**src/rtl/mips_dbg_pkg.sv**
```systemverilog
// Shared types and width helpers for the MIPS run-control / trace monitor.
// The widths are helper functions because they depend on each instance's parameters.
package mips_dbg_pkg;

  typedef enum logic [1:0] {
    RUN  = 2'd0,
    HALT = 2'd1,
    STEP = 2'd2
  } dbg_state_t;

  // A trace record is {pc, instr, alu, wd, we}, with pc in the most significant field.
  function automatic int tr_width(input int data_w);
    return 4 * data_w + 1;
  endfunction

  function automatic int tr_pc_lsb(input int data_w);
    return 3 * data_w + 1;
  endfunction

  function automatic int cnt_width(input int depth);
    return $clog2(depth + 1);
  endfunction

  function automatic int idx_width(input int n);
    return (n > 1) ? $clog2(n) : 1;
  endfunction

endpackage

```
**src/rtl/dbg_trace_fifo.sv**
```systemverilog
// Circular trace FIFO: when full, a push overwrites the oldest entry and sets a sticky overflow flag.
// Reads are registered, and a bypass covers the case where the new head is the entry being written.
module dbg_trace_fifo
  import mips_dbg_pkg::*;
#(
  parameter int WIDTH = 129,
  parameter int DEPTH = 16
) (
  input  logic                         clk,
  input  logic                         srst,
  input  logic                         push,
  input  logic [WIDTH-1:0]             push_data,
  input  logic                         pop,
  output logic                         rd_valid,
  output logic [WIDTH-1:0]             rd_data,
  output logic [cnt_width(DEPTH)-1:0]  count,
  output logic                         ovf
);
  localparam int PTR_W = $clog2(DEPTH);
  localparam int CNT_W = cnt_width(DEPTH);

  logic [WIDTH-1:0] mem [DEPTH];
  logic [WIDTH-1:0] rd_data_q;
  logic [PTR_W-1:0] wr_ptr_q, wr_ptr_d, rd_ptr_q, rd_ptr_d;
  logic [CNT_W-1:0] count_q, count_d;
  logic             ovf_q, ovf_d;
  logic             full, empty, do_pop;

  always_comb begin
    full     = (count_q == CNT_W'(DEPTH));
    empty    = (count_q == '0);
    do_pop   = pop && !empty;
    wr_ptr_d = wr_ptr_q;
    rd_ptr_d = rd_ptr_q;
    count_d  = count_q;
    ovf_d    = ovf_q;
    if (push) wr_ptr_d = wr_ptr_q + PTR_W'(1);
    if (do_pop || (push && full)) rd_ptr_d = rd_ptr_q + PTR_W'(1);
    if (push && full && !do_pop) ovf_d = 1'b1;
    if (push && !do_pop && !full) count_d = count_q + CNT_W'(1);
    else if (do_pop && !push) count_d = count_q - CNT_W'(1);
  end

  always_ff @(posedge clk) begin
    if (push) mem[wr_ptr_q] <= push_data;
  end

  // The registered head must see this cycle's write when it lands on the new read slot.
  always_ff @(posedge clk) begin
    if (srst) rd_data_q <= '0;
    else if (push && (wr_ptr_q == rd_ptr_d)) rd_data_q <= push_data;
    else rd_data_q <= mem[rd_ptr_d];
  end

  always_ff @(posedge clk) begin
    if (srst) begin
      wr_ptr_q <= '0;
      rd_ptr_q <= '0;
      count_q  <= '0;
      ovf_q    <= 1'b0;
    end else begin
      wr_ptr_q <= wr_ptr_d;
      rd_ptr_q <= rd_ptr_d;
      count_q  <= count_d;
      ovf_q    <= ovf_d;
    end
  end

  assign rd_valid = !empty;
  assign rd_data  = rd_data_q;
  assign count    = count_q;
  assign ovf      = ovf_q;

endmodule

```
**src/rtl/mips_debug_monitor.sv**
```systemverilog
// Run-control and trace unit for the pipelined MIPS core: PC breakpoints, halt/step/resume
// through a core enable, a circular trace buffer and a count of cycles in which the core ran.
module mips_debug_monitor
  import mips_dbg_pkg::*;
#(
  parameter int NUM_BP       = 4,
  parameter int TRACE_DEPTH  = 16,
  parameter int DATA_W       = 32,
  parameter bit START_HALTED = 1'b0
) (
  input  logic                               clk,
  input  logic                               rst,
  input  logic [DATA_W-1:0]                  pc_current,
  input  logic [DATA_W-1:0]                  instr,
  input  logic [DATA_W-1:0]                  alu_out,
  input  logic [DATA_W-1:0]                  wd_dm,
  input  logic                               we_dm,
  input  logic                               halt_req,
  input  logic                               step_req,
  input  logic                               resume_req,
  input  logic                               bp_we,
  input  logic [idx_width(NUM_BP)-1:0]       bp_idx,
  input  logic [DATA_W-1:0]                  bp_addr,
  input  logic                               bp_en,
  input  logic                               trace_en,
  input  logic                               tr_ready,
  output logic                               tr_valid,
  output logic [tr_width(DATA_W)-1:0]        tr_data,
  output logic [cnt_width(TRACE_DEPTH)-1:0]  tr_count,
  output logic                               tr_ovf,
  output logic                               cpu_run,
  output logic                               halted,
  output logic                               bp_hit,
  output logic [idx_width(NUM_BP)-1:0]       hit_idx,
  output logic [31:0]                        run_cycles
);
  localparam int IDX_W = idx_width(NUM_BP);
  localparam int TR_W  = tr_width(DATA_W);
  localparam int CNT_W = cnt_width(TRACE_DEPTH);
  localparam dbg_state_t RESET_STATE = START_HALTED ? HALT : RUN;

  dbg_state_t       state_q, state_d;
  logic             bp_hit_q, bp_hit_d;
  logic [IDX_W-1:0] hit_idx_q, hit_idx_d, first_idx;
  logic             skip_q, skip_d;
  logic [31:0]      run_cycles_q, run_cycles_d;
  logic [NUM_BP-1:0] match;
  logic             any_match;
  logic             trace_push;
  logic [TR_W-1:0]  trace_rec;

  for (genvar gi = 0; gi < NUM_BP; gi++) begin : g_bp
    logic [DATA_W-1:0] addr_q, addr_d;
    logic              en_q, en_d;

    always_comb begin
      addr_d = addr_q;
      en_d   = en_q;
      if (bp_we && (bp_idx == IDX_W'(gi))) begin
        addr_d = bp_addr;
        en_d   = bp_en;
      end
    end

    always_ff @(posedge clk) begin
      if (rst) begin
        addr_q <= '0;
        en_q   <= 1'b0;
      end else begin
        addr_q <= addr_d;
        en_q   <= en_d;
      end
    end

    assign match[gi] = en_q && (addr_q == pc_current);
  end

  always_comb begin
    first_idx = '0;
    for (int i = NUM_BP - 1; i >= 0; i--) begin
      if (match[i]) first_idx = IDX_W'(i);
    end
  end

  // skip masks the breakpoint at the PC the core was frozen on, so resume/step can move past it.
  assign any_match = (|match) && !skip_q;

  always_comb begin
    state_d   = state_q;
    bp_hit_d  = bp_hit_q;
    hit_idx_d = hit_idx_q;
    skip_d    = skip_q;
    cpu_run   = 1'b0;
    unique case (state_q)
      RUN: begin
        cpu_run = !any_match && !halt_req;
        if (any_match) begin
          state_d   = HALT;
          bp_hit_d  = 1'b1;
          hit_idx_d = first_idx;
        end else if (halt_req) begin
          state_d  = HALT;
          bp_hit_d = 1'b0;
        end
      end
      HALT: begin
        if (step_req) begin
          state_d = STEP;
          skip_d  = 1'b1;
        end else if (resume_req) begin
          state_d = RUN;
          skip_d  = 1'b1;
        end
      end
      STEP: begin
        cpu_run  = 1'b1;
        state_d  = HALT;
        bp_hit_d = 1'b0;
      end
      default: state_d = RESET_STATE;
    endcase
    if (cpu_run) skip_d = 1'b0;
    run_cycles_d = cpu_run ? run_cycles_q + 32'd1 : run_cycles_q;
  end

  always_ff @(posedge clk) begin
    if (rst) begin
      state_q      <= RESET_STATE;
      bp_hit_q     <= 1'b0;
      hit_idx_q    <= '0;
      skip_q       <= 1'b0;
      run_cycles_q <= '0;
    end else begin
      state_q      <= state_d;
      bp_hit_q     <= bp_hit_d;
      hit_idx_q    <= hit_idx_d;
      skip_q       <= skip_d;
      run_cycles_q <= run_cycles_d;
    end
  end

  assign trace_push = cpu_run && trace_en;
  assign trace_rec  = {pc_current, instr, alu_out, wd_dm, we_dm};

  dbg_trace_fifo #(
    .WIDTH (TR_W),
    .DEPTH (TRACE_DEPTH)
  ) u_trace (
    .clk       (clk),
    .srst      (rst),
    .push      (trace_push),
    .push_data (trace_rec),
    .pop       (tr_ready),
    .rd_valid  (tr_valid),
    .rd_data   (tr_data),
    .count     (tr_count),
    .ovf       (tr_ovf)
  );

  assign halted     = (state_q == HALT);
  assign bp_hit     = bp_hit_q;
  assign hit_idx    = hit_idx_q;
  assign run_cycles = run_cycles_q;

endmodule
```
**config.mk**
```make
export PLATFORM = sky130hd
export DESIGN_NAME = mips_debug_monitor
export DESIGN_NICKNAME = d
export VERILOG_FILES = /design/src/rtl/mips_dbg_pkg.sv /design/src/rtl/dbg_trace_fifo.sv /design/src/rtl/mips_debug_monitor.sv
export SDC_FILE = /design/constraint.sdc
export NUM_CORES = 2
export LEC_CHECK = 0
export ABC_AREA = 0
export CAP_MARGIN = 20
export CORE_MARGIN = 4
export CORE_UTILIZATION = 55
export DETAILED_ROUTE_END_ITERATION = 6
export PLACE_DENSITY = 0.76
export SYNTH_ARGS = -nofsm -noshare
export SYNTH_HDL_FRONTEND = slang
export SYNTH_SLANG_ARGS = --single-unit
```
**constraint.sdc**
```tcl
create_clock -name clk -period 14.7 [get_ports clk]
set_input_delay 4.41 -clock clk [delete_from_list [all_inputs] [get_ports clk]]
set_output_delay 4.41 -clock clk [all_outputs]
set_load 0.02 [all_outputs]
```
**Yosys cells after proc, flatten, opt, wreduce, memory -nomap -nowiden**

Memories as Yosys holds them, arrays and structs flattened. A register that Yosys moved wholly into a read port is not among the register bits.
Index checks and enable logic that the tools add are counted.

- Register bits after elaboration: 184
- Output and inout bits: 173
- Bits in writable memories: 2064
- Latch bits: 0
- Memories: 1
- Input port bits: 172
- Memory bits (read-only): 0

- $add $sub $neg: 5
- Equal/unequal tests: 12
- Reductions and logical operators: 37
- $mul: 0
- Muxes and demuxes: 20
- Shift-type cells: 0
- Bitwise gates (word level): 0
- Divide/modulo/power cells: 0
- Order comparisons: 0

Memories:

| memory | words | width | read ports | clocked after Yosys merged registers in | wr ports | line | RTL |
|---|---|---|---|---|---|---|---|
| u_trace.mem | 16 | 129 | 1 | 1 | 1 | dbg_trace_fifo.sv:22 | `logic [WIDTH-1:0] mem [DEPTH];` |

Operators by type and width:

| kind | count |
|---|---|
| $eq 32x32->1 | 4 |
| $add 32x1->32 const B | 1 |
| $logic_and 1x1->1 | 17 |
| $mux 2 | 8 |
| $mux 5 | 2 |
| $add 4x1->4 const B | 2 |
| $reduce_and 2->1 | 4 |
| $logic_not 1->1 | 7 |
| $eq 2x2->1 const B | 3 |
| $mux 1 | 6 |
| $ne 3x3->1 const B | 2 |
| $pmux 2 s3 | 1 |
| $reduce_bool 2->1 | 3 |
| $add 5x1->5 const B | 1 |
| $eq 5x5->1 const B | 1 |
| $logic_not 5->1 | 1 |
| $sub 5x1->5 const B | 1 |
| $eq 2x1->1 const B | 2 |
| $logic_not 2->1 | 2 |
| $mux 4 | 1 |
| $pmux 1 s2 | 2 |
| $reduce_or 4->1 | 1 |
| $reduce_or 2->1 | 1 |
| $logic_or 1x1->1 | 1 |

**Longest topological paths before layout**

- Depth in word-level cells: 12
- Mapped depth: 16
- Mapped depth without buffers: 15

**By module**

From an unflattened synthesis, not the netlist that was laid out.

- Cell total of the unflattened synthesis: 6731
- Area total of the unflattened synthesis: 92278.5 um^2

By module, submodules not included:

| module | times used | area each (um^2) | cells an instance | seq. area each (um^2) |
|---|---|---|---|---|
| dbg_trace_fifo | 1 | 84056.9 | 5689 | 64842.2 |
| mips_debug_monitor | 1 | 8221.6 | 1042 | 3403.3 |

**Worst setup path before layout**

No wires, ideal clock.

- Kind: input-to-reg
- From: input pc_current[14]
- To: memory u_trace.mem[3][0], enable pin
- Data arrival time: 14.835 ns
- Library setup time: 0.775 ns
- Path slack: -0.910 ns
- Stages on the path: 10
- Data required time: 13.925 ns
- Buffers on the path: 2
- Cell sequence: buf_2 xor2_1 and4b_1 nor4bb_1 nand4b_1 and4_1 a21o_1 buf_1 nand2_1 nor3_1

- Word-level cells in the longest chain between the ends: 10

Ends and longest elaborated chain:

| item | line | RTL |
|---|---|---|
| start: declaration | mips_debug_monitor.sv:13 | `input logic [DATA_W-1:0] pc_current,` |
| $eq 32x32->1 | mips_debug_monitor.sv:75 | `assign match[gi] = en_q && (addr_q == pc_current);` |
| $logic_and 1x1->1 | mips_debug_monitor.sv:75 |  |
| $reduce_or 4->1 (*) | mips_debug_monitor.sv:86 | `assign any_match = (\|match) && !skip_q;` |
| $logic_and 1x1->1 (*) | mips_debug_monitor.sv:86 |  |
| $logic_not 1->1 (*) | mips_debug_monitor.sv:96 | `cpu_run = !any_match && !halt_req;` |
| $logic_and 1x1->1 (*) | mips_debug_monitor.sv:96 |  |
| $pmux 1 s2 (*) | mips_debug_monitor.sv:94 | `unique case (state_q)` |
| $logic_and 1x1->1 (*) | mips_debug_monitor.sv:142 | `assign trace_push = cpu_run && trace_en;` |
| $mux 1 (*) | dbg_trace_fifo.sv:45 | `if (push) mem[wr_ptr_q] <= push_data;` |
| $mux 1 (implied by the code) (*) | dbg_trace_fifo.sv:45 |  |
| end: declaration | dbg_trace_fifo.sv:22 |  |

Every way passes the cells marked *; elsewhere a longest branch is shown, timed or not.

**Worst setup path in the final report**

- From: input pc_current[31]
- To: output cpu_run

- Word-level cells in the longest chain between the ends: 7

Ends and longest elaborated chain:

| item | line | RTL |
|---|---|---|
| $eq 32x32->1 | mips_debug_monitor.sv:75 |  |
| $logic_and 1x1->1 | mips_debug_monitor.sv:75 |  |
| $reduce_or 4->1 (*) | mips_debug_monitor.sv:86 |  |
| $logic_and 1x1->1 (*) | mips_debug_monitor.sv:86 |  |
| $logic_not 1->1 (*) | mips_debug_monitor.sv:96 |  |
| $logic_and 1x1->1 (*) | mips_debug_monitor.sv:96 |  |
| $pmux 1 s2 (*) | mips_debug_monitor.sv:94 |  |
| end: declaration | mips_debug_monitor.sv:31 | `output logic cpu_run,` |

Marks and branches as above.

==> run_results.csv <==
group,metric,value,unit
logic_synthesis,synth_enable_flop_cells,2064,
logic_synthesis,netlist_area,103000,um^2
status,failing_checks,"design-rule violations",
timing,timing.fmax,78.7,MHz
logic_synthesis,ys.warnings.count,0,
critical_path,worstSetupPathType,"input port to output port",
cts,insertion_delay,890,ps
timing,setup-tns-final,0,ps
logic_synthesis,fraction_of_registers_with_async_set_reset,0,
power_and_ir_drop,pwr-share-comb,0.320,
route,route.met2.wl,131,mm
cts,post_cts_hold_buffer_count,0,
timing,setup_violations,0,
route,drt-vias-per-instance,6.24,
route,detail_route.first_pass.iterations,7,
logic_synthesis,sequential_to_total_area_share_from_yosys_stat,0.663,
power_and_ir_drop,power.clock.fraction,0.299,
layout,nNetsFinal,7376,
power_and_ir_drop,power_report.internal_total,14.0,mW
logic_synthesis,synth.ff_latch_count,2377,
floorplan,die_height,441,um
floorplan,core-area,186000,um^2
cts,cts_inserted_buffers,229,
layout,post-route-cell-area,117000,um^2
timing,worst_slew_pin_slew,1190,ps
cts,htree_num_levels,4,
timing,report.final.hold_viol_count,0,
logic_synthesis,yosysMostFrequentCell,"sky130_fd_sc_hd__edfxtp_1",
place,port_buffers,344,
floorplan,die-area,194000,um^2
route,topRoutingLayerUsed,"met5",
logic_synthesis,ys.flop_type,"sky130_fd_sc_hd__edfxtp_1",
layout,final_util,0.628,
logic_synthesis,avgSynthCellArea,14.7,um^2
timing,min_period,12700,ps
critical_path,critPathMaxFanout,23,
cts,clk_root_buf,"sky130_fd_sc_hd__clkbuf_16",
layout,layout-drive-gt1-share,0.108,
power_and_ir_drop,share_seq_of_total_power,0.381,
timing,fin_crit_sh,0.864,
grt,overflow,0,
power_and_ir_drop,power.switching,6.34,mW
grt,grt_start_max_net_pins,178,
critical_path,worstPathArrival,8290,ps
route,first_iter_violations,5932,
job,timing.max_cap.violations,0,
grt,number_of_global_route_vias_before_repair,61300,
logic_synthesis,number_of_instances_in_the_synthesized_netlist,6988,
min_path,min_path_type,"flip-flop to flip-flop",
place,postPlaceCellArea,109000,um^2
cts,cts.repair.resized,0,
logic_synthesis,post-synth-top-area-cell,"sky130_fd_sc_hd__edfxtp_1",
logic_synthesis,synth.top_cells.by_count,"sky130_fd_sc_hd__edfxtp_1, sky130_fd_sc_hd__mux2i_1, sky130_fd_sc_hd__nand2_1",
timing,skew,59.9,ps
logic_synthesis,syn_nets,7171,
critical_path,start_kind,"input port",
route,wl_met1,106,mm
logic_synthesis,synth.area.top_cells,"sky130_fd_sc_hd__edfxtp_1, sky130_fd_sc_hd__mux2i_1, sky130_fd_sc_hd__dfxtp_1",
power_and_ir_drop,powerDensity,174,nW/um^2
route,route.final.wire_length,265,mm
floorplan,initial_utilization,0.554,
place,detailed_place_hpwl,141,mm
layout,synthToLayoutAreaGrowth,13.2,%
power_and_ir_drop,vdd.ir_drop.worst,192,uV
route,detail-route-antenna-nets,0,
grt,grt_antenna_before_repair,32,
place,gpl.final_weighted_congestion,0.910,
floorplan,die_w,441,um
floorplan,ioPinCount,345,
timing,rsz0062_at_grt,"no",
timing,final_max_slew_viol_count,0,
route,wl_met3,18.7,mm
power_and_ir_drop,leakage,38.1,nW
floorplan,rows,158,
logic_synthesis,synth_largest_type_area_fraction,0.602,
cts,post-cts-setup-buffer-count,0,
route,routed_wire_length_per_instance,26.8,um
cts,clkSlewWorstSetupHoldPaths,60,ps
critical_path,data_required_critical_path,10290,ps
status,outcome,"finished, violations left",
cts,tritoncts,"done",
critical_path,worstSetupEndpointType,"output port",
logic_synthesis,count_of_cell_types_in_the_netlist,80,
grt,grt.total_usage,0.267,
cts,cts-root-to-sink-buffers,3,
route,vias,61700,
route,detail_route.drc_violations,1,
power_and_ir_drop,switching_share,0.312,
grt,global_route_wire_length_before_repair,387,mm
cts,clock_sink_count,2377,
timing,max-slew-margin-rel,0.201,
[worst max-delay path: stages]
cell	delay, ps
sky130_fd_sc_hd__clkdlybuf4s50_1	1260
sky130_fd_sc_hd__xor2_1	200
sky130_fd_sc_hd__nor4_1	330
sky130_fd_sc_hd__nand4_1	150
sky130_fd_sc_hd__or4_4	610
sky130_fd_sc_hd__nand4_2	120
sky130_fd_sc_hd__buf_4	200
sky130_fd_sc_hd__a21o_1	190
sky130_fd_sc_hd__a21oi_1	200
sky130_fd_sc_hd__clkdlybuf4s50_1	600
[cell usage in the layout, fill, tap and decap left out, drive strengths merged, types with 82 or more instances in the layout]
master         instances
edfxtp              2064
clkinv                82
mux4                 191
nor2                 144
buf                  118
nand2                948
dfxtp                313
mux2i               1477
clkbuf               323
xor2                 100
nand3                349
a21oi                216
clkdlybuf4s50        343
nand4                 96
[worst paths after layout]
check        slack (ps)  cells past startpoint                            from                              to
max                2000                     10                  pc_current[31]                         cpu_run
min                 470                      2  g_bp[1].addr_q[5]$_SDFFE_PP0P_  g_bp[1].addr_q[5]$_SDFFE_PP0P_
max reg2reg        9160                      9  u_trace.rd_ptr_q[1]$_SDFF_PP0_  u_trace.rd_data[50]$_SDFF_PP0_
min reg2reg         470                      2  g_bp[1].addr_q[5]$_SDFFE_PP0P_  g_bp[1].addr_q[5]$_SDFFE_PP0P_
[power by group through the flow]
stage	clock network [mW]	registers [mW]	logic [mW]
after floorplan	0	7.98	4.71
after global placement	0	7.89	6.33
after detailed placement	0	7.88	6.46
after CTS	6.15	7.75	6.50
after global routing	6.44	7.75	6.91
final	6.07	7.74	6.50
[final cells by class]
cell class,count,area [um^2]
Fill cell,13300,69200
Sequential cell,2377,68300
Multi-Input combinational cell,4099,32600
Clock buffer,322,6580
Timing Repair Buffer,462,4570
Tap cell,2480,3100
Clock inverter,117,1410
Inverter,24,90.1
Antenna cell,20,50.0
[kinds of logic after synthesis]
logic type / Yosys count / synth area share
AOI/OAI and AO/OA: 528 / 0.0349
xor gates and xnor gates: 161 / 0.0138
adders and majority gates: 11 / 0.00141
buffers and inverters: 512 / 0.0237
DFF: 2377 / 0.663
muxes: 1735 / 0.193
and+or+nand+nor: 1664 / 0.0708
[through the flow]
step	hold WS, ps	worst slack, ps	instances	power [mW]
final	471	2000	9901	20.3
after global routing	487	1860	9894	21.1
after CTS	471	2020	9879	20.4
after detailed placement	464	2040	9440	14.3
after global placement	462	2080	9440	14.2
after floorplan	444	2560	6988	12.7
[flip-flops by register name (all words and copies together), names as in the netlist]
| register | count |
|---|---|
| bp_hit | 1 |
| g_bp.addr_q | 128 |
| g_bp.en_q | 4 |
| hit_idx | 2 |
| run_cycles | 32 |
| skip_q | 1 |
| state_q | 2 |
| u_trace.count | 5 |
| u_trace.mem | 2064 |
| u_trace.ovf | 1 |
| u_trace.rd_data | 129 |
| u_trace.rd_ptr_q | 4 |
| u_trace.wr_ptr_q | 4 |
[routing by layer]
| layer | GRT usage | up-vias |
|---|---|---|
| met3 | 0.0414 | 531 |
| met4 | 0.107 | 18 |
| met1 | 0.351 | 31400 |
| li1 | - | 27200 |
| met5 | 0 | - |
| met2 | 0.446 | 2570 |
No activity file was read; power rests on OpenSTA's default activity.
